$ cat src/rtl/multicycle_ctrl_fsm_pkg.sv
// Shared encodings for the multicycle control unit: state codes, opcodes,
// ALU operation and operand-select codes, PC source codes and flag layout.
package multicycle_ctrl_fsm_pkg;

  localparam int OPW    = 4;
  localparam int STATEW = 4;

  typedef enum logic [STATEW-1:0] {
    S_FETCH    = 4'd0,
    S_DECODE   = 4'd1,
    S_EXEC_R   = 4'd2,
    S_EXEC_I   = 4'd3,
    S_WB_R     = 4'd4,
    S_WB_I     = 4'd5,
    S_MEM_ADDR = 4'd6,
    S_MEM_RD   = 4'd7,
    S_MEM_WR   = 4'd8,
    S_WB_MEM   = 4'd9,
    S_BRANCH   = 4'd10,
    S_JUMP     = 4'd11,
    S_HALT     = 4'd12
  } state_t;

  localparam logic [OPW-1:0] OP_RTYPE = 4'h0;
  localparam logic [OPW-1:0] OP_ADDI  = 4'h1;
  localparam logic [OPW-1:0] OP_LW    = 4'h2;
  localparam logic [OPW-1:0] OP_SW    = 4'h3;
  localparam logic [OPW-1:0] OP_BEQ   = 4'h4;
  localparam logic [OPW-1:0] OP_BNE   = 4'h5;
  localparam logic [OPW-1:0] OP_BLT   = 4'h6;
  localparam logic [OPW-1:0] OP_J     = 4'h7;
  localparam logic [OPW-1:0] OP_HALT  = 4'hF;

  localparam logic [1:0] ALUOP_ADD   = 2'b00;
  localparam logic [1:0] ALUOP_SUB   = 2'b01;
  localparam logic [1:0] ALUOP_FUNCT = 2'b10;

  localparam logic [1:0] ALUSRCB_REGB = 2'b00;
  localparam logic [1:0] ALUSRCB_ONE  = 2'b01;
  localparam logic [1:0] ALUSRCB_IMM  = 2'b10;

  localparam logic [1:0] PCSRC_ALU    = 2'b00;
  localparam logic [1:0] PCSRC_ALUOUT = 2'b01;
  localparam logic [1:0] PCSRC_JUMP   = 2'b10;

  // Flag bit order matches the architectural register {zero,carry,overflow,sign}
  typedef struct packed {
    logic zero;
    logic carry;
    logic ovf;
    logic sign;
  } flags_t;

  // Branch condition evaluated on the live rs-rt compare result
  function automatic logic branchTaken(input logic [OPW-1:0] op, input flags_t f);
    logic taken;
    taken = 1'b0;
    case (op)
      OP_BEQ:  taken = f.zero;
      OP_BNE:  taken = ~f.zero;
      OP_BLT:  taken = f.sign ^ f.ovf;
      default: taken = 1'b0;
    endcase
    return taken;
  endfunction

  // Anything outside the defined instruction set ends in HALT with illegal set
  function automatic logic opLegal(input logic [OPW-1:0] op);
    return (op <= OP_J) || (op == OP_HALT);
  endfunction

endpackage

$ cat src/rtl/multicycle_ctrl_fsm_flagreg.sv
// Architectural flag register: holds {zero,carry,overflow,sign} from the
// last flag-setting ALU instruction.
module alu_flag_reg (
  input  logic       clk,
  input  logic       reset,
  input  logic       load,
  input  logic [3:0] d,
  output logic [3:0] q
);

  // Load live ALU flags only when the controller asks for it
  always_ff @(posedge clk) begin
    if (reset) q <= '0;
    else if (load) q <= d;
  end

endmodule

$ cat src/rtl/multicycle_ctrl_fsm.sv
// Multicycle control unit: walks each instruction through fetch, decode,
// execute, memory and writeback, driving ALU selects and the memory handshake.
module multicycle_ctrl_fsm
  import multicycle_ctrl_fsm_pkg::*;
(
  input  logic           clk,
  input  logic           reset,
  input  logic [OPW-1:0] opcode,
  input  logic           alu_zero,
  input  logic           alu_carry,
  input  logic           alu_ovf,
  input  logic           alu_sign,
  input  logic           mem_ready,
  output logic           mem_req,
  output logic           mem_we,
  output logic           iord,
  output logic           ir_we,
  output logic           pc_we,
  output logic [1:0]     pc_src,
  output logic           alu_src_a,
  output logic [1:0]     alu_src_b,
  output logic [1:0]     aluop,
  output logic           reg_we,
  output logic           reg_dst,
  output logic           mem_to_reg,
  output logic [3:0]     flags,
  output logic           halted,
  output logic           illegal
);

  state_t         state;
  state_t         nextState;
  logic [OPW-1:0] curOp;
  logic           flagWe;
  logic [3:0]     flagQ;
  logic           illegalQ;
  flags_t         liveFlags;

  assign liveFlags = '{zero: alu_zero, carry: alu_carry, ovf: alu_ovf, sign: alu_sign};

  // State register; reset returns to FETCH from anywhere, including mid-handshake
  always_ff @(posedge clk) begin
    if (reset) state <= S_FETCH;
    else state <= nextState;
  end

  // Remember the decoded opcode so later states do not depend on IR staying put
  always_ff @(posedge clk) begin
    if (reset) curOp <= '0;
    else if (state == S_DECODE) curOp <= opcode;
  end

  // Sticky undefined-opcode indicator, cleared only by reset
  always_ff @(posedge clk) begin
    if (reset) illegalQ <= 1'b0;
    else if (state == S_DECODE && !opLegal(opcode)) illegalQ <= 1'b1;
  end

  // Next-state decode
  always_comb begin
    nextState = state;
    case (state)
      S_FETCH:    if (mem_ready) nextState = S_DECODE;
      S_DECODE: begin
        case (opcode)
          OP_RTYPE:              nextState = S_EXEC_R;
          OP_ADDI:               nextState = S_EXEC_I;
          OP_LW, OP_SW:          nextState = S_MEM_ADDR;
          OP_BEQ, OP_BNE, OP_BLT: nextState = S_BRANCH;
          OP_J:                  nextState = S_JUMP;
          default:               nextState = S_HALT;
        endcase
      end
      S_EXEC_R:   nextState = S_WB_R;
      S_EXEC_I:   nextState = S_WB_I;
      S_MEM_ADDR: nextState = (curOp == OP_SW) ? S_MEM_WR : S_MEM_RD;
      S_MEM_RD:   if (mem_ready) nextState = S_WB_MEM;
      S_MEM_WR:   if (mem_ready) nextState = S_FETCH;
      S_WB_R, S_WB_I, S_WB_MEM, S_BRANCH, S_JUMP: nextState = S_FETCH;
      S_HALT:     nextState = S_HALT;
      default:    nextState = S_FETCH;
    endcase
  end

  // Control outputs; all forced low while reset is asserted so nothing is written
  always_comb begin
    mem_req    = 1'b0;
    mem_we     = 1'b0;
    iord       = 1'b0;
    ir_we      = 1'b0;
    pc_we      = 1'b0;
    pc_src     = PCSRC_ALU;
    alu_src_a  = 1'b0;
    alu_src_b  = ALUSRCB_REGB;
    aluop      = ALUOP_ADD;
    reg_we     = 1'b0;
    reg_dst    = 1'b0;
    mem_to_reg = 1'b0;
    halted     = 1'b0;
    flagWe     = 1'b0;
    if (!reset) begin
      case (state)
        S_FETCH: begin
          mem_req   = 1'b1;
          alu_src_b = ALUSRCB_ONE;
          ir_we     = mem_ready;
          pc_we     = mem_ready;
        end
        S_DECODE: alu_src_b = ALUSRCB_IMM;
        S_EXEC_R: begin
          alu_src_a = 1'b1;
          aluop     = ALUOP_FUNCT;
          flagWe    = 1'b1;
        end
        S_EXEC_I: begin
          alu_src_a = 1'b1;
          alu_src_b = ALUSRCB_IMM;
          flagWe    = 1'b1;
        end
        S_WB_R: begin
          reg_we  = 1'b1;
          reg_dst = 1'b1;
        end
        S_WB_I: reg_we = 1'b1;
        S_MEM_ADDR: begin
          alu_src_a = 1'b1;
          alu_src_b = ALUSRCB_IMM;
        end
        S_MEM_RD: begin
          mem_req = 1'b1;
          iord    = 1'b1;
        end
        S_MEM_WR: begin
          mem_req = 1'b1;
          mem_we  = 1'b1;
          iord    = 1'b1;
        end
        S_WB_MEM: begin
          reg_we     = 1'b1;
          mem_to_reg = 1'b1;
        end
        S_BRANCH: begin
          alu_src_a = 1'b1;
          aluop     = ALUOP_SUB;
          if (branchTaken(curOp, liveFlags)) begin
            pc_we  = 1'b1;
            pc_src = PCSRC_ALUOUT;
          end
        end
        S_JUMP: begin
          pc_we  = 1'b1;
          pc_src = PCSRC_JUMP;
        end
        S_HALT:  halted = 1'b1;
        default: halted = 1'b0;
      endcase
    end
  end

  alu_flag_reg u_flags (
    .clk   (clk),
    .reset (reset),
    .load  (flagWe),
    .d     (liveFlags),
    .q     (flagQ)
  );

  assign flags   = reset ? 4'b0000 : flagQ;
  assign illegal = illegalQ & ~reset;

endmodule

$ cat config.mk
export PLATFORM = sky130hd
export DESIGN_NAME = multicycle_ctrl_fsm
export DESIGN_NICKNAME = d
export VERILOG_FILES = /design/src/rtl/multicycle_ctrl_fsm_pkg.sv /design/src/rtl/multicycle_ctrl_fsm_flagreg.sv /design/src/rtl/multicycle_ctrl_fsm.sv
export SDC_FILE = /design/constraint.sdc
export NUM_CORES = 1
export LEC_CHECK = 0
export ABC_AREA = 1
export ABC_CLOCK_PERIOD_IN_PS = 1200
export CAP_MARGIN = 15
export CELL_PAD_IN_SITES_DETAIL_PLACEMENT = 1
export CELL_PAD_IN_SITES_GLOBAL_PLACEMENT = 1
export CORE_ASPECT_RATIO = 0.8
export CORE_MARGIN = 2
export CORE_UTILIZATION = 28
export DETAILED_ROUTE_END_ITERATION = 8
export PLACE_DENSITY = 0.89
export SYNTH_ARGS = -nofsm -noshare
export SYNTH_HDL_FRONTEND = slang
export SYNTH_SLANG_ARGS = --single-unit
$ cat constraint.sdc
create_clock -name clk -period 1.2 [get_ports clk]
set_input_delay 0.12 -clock clk [delete_from_list [all_inputs] [get_ports clk]]
set_output_delay 0.12 -clock clk [all_outputs]
set_load 0.05 [all_outputs]
==> results of run 1 <==
==> logic make-up after synthesis <==
| logic type | Yosys count | synth area share [%] |
|---|---|---|
| AND/OR/NAND/NOR | 84 | 42.6 |
| buffers and inverters | 25 | 11.1 |
| AO/OA/AOI/OAI | 22 | 15.6 |
| flip-flops | 13 | 30.7 |
==> cells in the mapped netlist (all sizes together) <==
cell and instances:
nand2 35, nor2 32, inv 23, dfxtp 13, a21oi 10, nand3 7
nor3 6, o31ai 5, o21ai 3, clkbuf 2, or2 2, nand4 1
nor3b 1, o211ai 1, o21a 1, o22ai 1, o32ai 1
==> per-stage QoR <==
step           hold WS [ns]  area [sq um]
2_1_floorplan         0.233          1020
3_5_place_dp          0.475          1720
3_3_place_gp          0.460          1720
==> impl_metrics.py, run 1 <==
metrics = {
    "outcome": {
        "outcome": "did not finish",
        "failing_step": "clock tree synthesis (4_1_cts)",
        "run.stop_error": "[ERROR DPL-0033] detailed placement checks failed during check placement.",
    },
    "clock_network": {
        "cts_max_level": 1,
        "cts_setup_buffers": 8,
        "clockBufferDepth": 2,
        "hold_buffers": 0,
        "cts_buffers": 3,
        "ctsResizeCount": 105,
        "numClockSinks": 13,
        "cts_root_buffer": "clkbuf_8",
    },
    "synthesis": {
        "syn_inst": 144,
        "synth-seq-cells": 13,
        "synth_cell_types": 21,
        "avgSynthCellArea_sq_um": 5.89,
        "synthTopCellsByArea": "dfxtp_1, nand2_1, nor2_1, inv_1, a21oi_1",
        "netlist_area_sq_um": 848,
        "yosysTopAreaCell": "dfxtp_1",
        "synth_top_area_share_pct": 30.7,
        "syn_nets": 155,
        "ys_warn_count": 0,
        "synth-seq-area-share_pct": 30.7,
    },
    "floorplan": {
        "num_io_pins": 32,
        "start_util_pct": 30.0,
        "die_w_microns": 65.5,
        "die_h_microns": 53.2,
        "rows": 17,
    },
    "placement": {
        "post-place-ws_ns": -0.531,
        "place_inst": 245,
        "gp_congestion": 0.857,
        "hpwl_microns": 3480,
        "io_buffers": 31,
    },
}
==> run 2: changes to the inputs <==
--- a/config.mk
+++ b/config.mk
@@ -8,13 +8,10 @@
 export ABC_AREA = 1
 export ABC_CLOCK_PERIOD_IN_PS = 1200
 export CAP_MARGIN = 15
-export CELL_PAD_IN_SITES_DETAIL_PLACEMENT = 1
-export CELL_PAD_IN_SITES_GLOBAL_PLACEMENT = 1
-export CORE_ASPECT_RATIO = 0.8
-export CORE_MARGIN = 2
-export CORE_UTILIZATION = 28
+export CORE_AREA = 2 2 63 65
 export DETAILED_ROUTE_END_ITERATION = 8
-export PLACE_DENSITY = 0.89
+export DIE_AREA = 0 0 65 67
+export PLACE_DENSITY_LB_ADDON = 0.15
 export SYNTH_ARGS = -nofsm -noshare
 export SYNTH_HDL_FRONTEND = slang
 export SYNTH_SLANG_ARGS = --single-unit
==> impl_metrics.py, run 2 <==
metrics = {
    "cells_and_area": {
        "fin_nets": 231,
        "utilization_pct": 58.9,
        "area_growth_pct": 150,
        "final_common_cell": "buf_4",
        "reg_top3": "curOp (4), state (4), u_flags.q (4)",
        "layout_common_cells": "buf_4, nand2_1, inv_1",
        "fin_area_sq_um": 2120,
        "n_antenna_cell": 0,
        "drive_above_1_share_pct": 59.8,
        "fill_cells": 329,
    },
    "synthesis": {
        "synth-seq-area-share_pct": 30.7,
        "ys_warn_count": 0,
        "syn_inst": 144,
        "netlist_top_cells_count": "nand2_1, nor2_1, inv_1",
        "synth_cell_types": 21,
        "synth-seq-cells": 13,
        "synth-main-ff-cell": "dfxtp_1",
        "synth.most_common_cell": "nand2_1",
        "syn_nets": 155,
        "yosysTopAreaCell": "dfxtp_1",
        "synth_top_area_share_pct": 30.7,
        "synthTopCellsByArea": "dfxtp_1, nand2_1, nor2_1, inv_1, a21oi_1",
        "netlist_area_sq_um": 848,
        "avgSynthCellArea_sq_um": 5.89,
        "synth_edf_count": 0,
        "synthArstFlopShare_pct": 0,
    },
    "grt": {
        "gr-usage-met2_pct": 28.2,
        "use_met1_pct": 17.8,
        "busiest_layer": "met2",
        "grt_pass1_vias": 1154,
        "gr-usage-all-layers_pct": 15.4,
        "globalRouteOverflowTotal": 0,
        "grt_max_degree": 20,
        "use_met3_pct": 3.21,
        "antenna_found_initial": 0,
        "grt_pass1_wl_microns": 5180,
    },
    "detailed_routing": {
        "routed-via-count": 1171,
        "ant_nets": 0,
        "wl_per_cell_microns": 12.0,
        "drt-vias-per-instance": 4.39,
        "first_pass_iters": 4,
        "drt_iter0_drc": 25,
        "drc": 0,
        "totalWireLength_microns": 3210,
    },
    "worst_hold_path": {
        "hold_class": "input port to flip-flop",
        "min_from": "alu_sign",
    },
    "timing": {
        "fin_crit_sh_pct": 132,
        "worstMarginPinSlew_ns": 0.268,
        "final_hold_viol_count": 0,
        "maxSlewViolCount": 0,
        "skew_ns": 0.00642,
        "relSlewSlack_pct": 82.0,
        "finalCriticalPeriod_ns": 1.58,
        "rsz0062_at_grt": "yes",
        "fmax_ghz": 0.631,
        "fin_hold_ws_ns": 0.286,
        "setup_slack_ns": -0.385,
        "setup_viol": 25,
    },
    "placement": {
        "post-place-ws_ns": -0.558,
        "io_buffers": 31,
        "place_area_sq_um": 1730,
        "hpwl_microns": 2280,
        "gp_congestion": 0.804,
    },
    "power": {
        "irDropWorstVdd_uv": 636,
        "leakage_nw": 0.872,
        "power.density_nw_per_um2": 1470,
    },
    "floorplan": {
        "start_util_pct": 23.5,
        "rows": 22,
        "die_area_sq_um": 4360,
        "core_sq_um": 3610,
        "num_io_pins": 32,
        "die_w_microns": 65,
        "die_h_microns": 67,
    },
    "setup_path": {
        "worstPathCellList": "inv_4 > nor2_4 > inv_2 > nor2_4 > o21ai_4 > o31ai_4 > buf_6",
        "slowest_delay_ns": 0.38,
        "crit_type": "flip-flop to output pin",
        "setup.worst_path.start_class": "flip-flop",
        "r2r_start": "state[3]",
        "crit_start": "state[3]",
        "worst_ep_arrival_time_ns": 1.46,
        "end_kind": "output pin",
        "worstPathMaxFanout": 3,
        "critPathSlowestCell": "dfxtp_4",
        "worstPathRequired_ns": 1.08,
        "cpMostUsedCell": "nor2_4",
    },
    "clock_network": {
        "clk_pin_slew_worst_paths_ns": 0.07,
        "cts_root_buffer": "clkbuf_8",
        "clockBufferDepth": 2,
        "cts_max_level": 1,
        "cts_tree": "done",
        "cts_buffers": 3,
        "numClockSinks": 13,
        "clock_latency_ns": 0.25,
    },
    "outcome": {
        "outcome": "finished, violations left",
        "violations": "negative setup slack",
    },
    "flow_run": {
        "maxCapViolCount": 0,
    },
}
run 2: cell families (layout without fill, tap and decap cells):
logic type	after synthesis	count (layout)	synth area share [%]
buffers and inverters	25	100	11.1
and+or+nand+nor	84	84	42.6
AOI/OAI and AO/OA	22	22	15.6
DFF	13	13	30.7
run 2: what timing repair did:
action | 4_1_cts | 5_1_grt
setup buffers | 3 | 8
hold buffers | 0 | 0
hold endpoints to repair | 0 | 0
setup endpoints to repair | 31 | 34
resized for setup | 34 | 40
pin swaps | 7 | 10
run 2: worst max-delay path: cells and delay by family, from the launching register on:
| family | cells | cell delay, ns |
|---|---|---|
| buffers and inverters | 3 | 0.29 |
| AO/OA/AOI/OAI | 2 | 0.27 |
| AND/OR/NAND/NOR | 2 | 0.28 |
| flip-flops | 1 | 0.38 |
run 2: power breakdown:
part	switching [W]	internal (W)	total (W)
logic	0.00110	0.000975	0.00207
registers	0.000108	0.000530	0.000638
clock network	0.000184	0.000230	0.000414
run 2: layer usage:
layer | wire length (microns) | part of all wire (%)
met5 | 0 | 0
met4 | 20 | 0.62
met3 | 98 | 3.1
met2 | 1730 | 54
met1 | 1360 | 42
run 2: cell type report:
class,count,area [sq um],area share [%]
Multi-Input combinational cell,106,846,39.8
Timing Repair Buffer,73,797,37.5
Sequential cell,13,277,13.0
Inverter,23,97.6,4.60
Tap cell,48,60.1,2.83
Clock buffer,3,41.3,1.94
Clock inverter,1,5.00,0.236
run 2: path summary, 6_finish.rpt:
| kind | end | slack, ns | depth (start not counted) |
|---|---|---|---|
| setup / recovery | pc_we | -0.38 | 7 |
| hold / removal | u_flags.q[0] | 0.29 | 3 |
| setup reg to reg | state[3] | -0.15 | 9 |
| hold reg to reg | u_flags.q[3] | 0.48 | 2 |
run 2: per-stage QoR:
stage	power (W)	instances	TNS [ns]
finish	0.00313	267	-5.22
floorplan	0.00150	144	-1.43
detailed placement	0.00215	253	-6.38
global route	0.00332	267	-7.12
CTS	0.00275	259	-5.37
global placement	0.00214	253	-5.62
No activity file was read; power rests on OpenSTA's default activity.
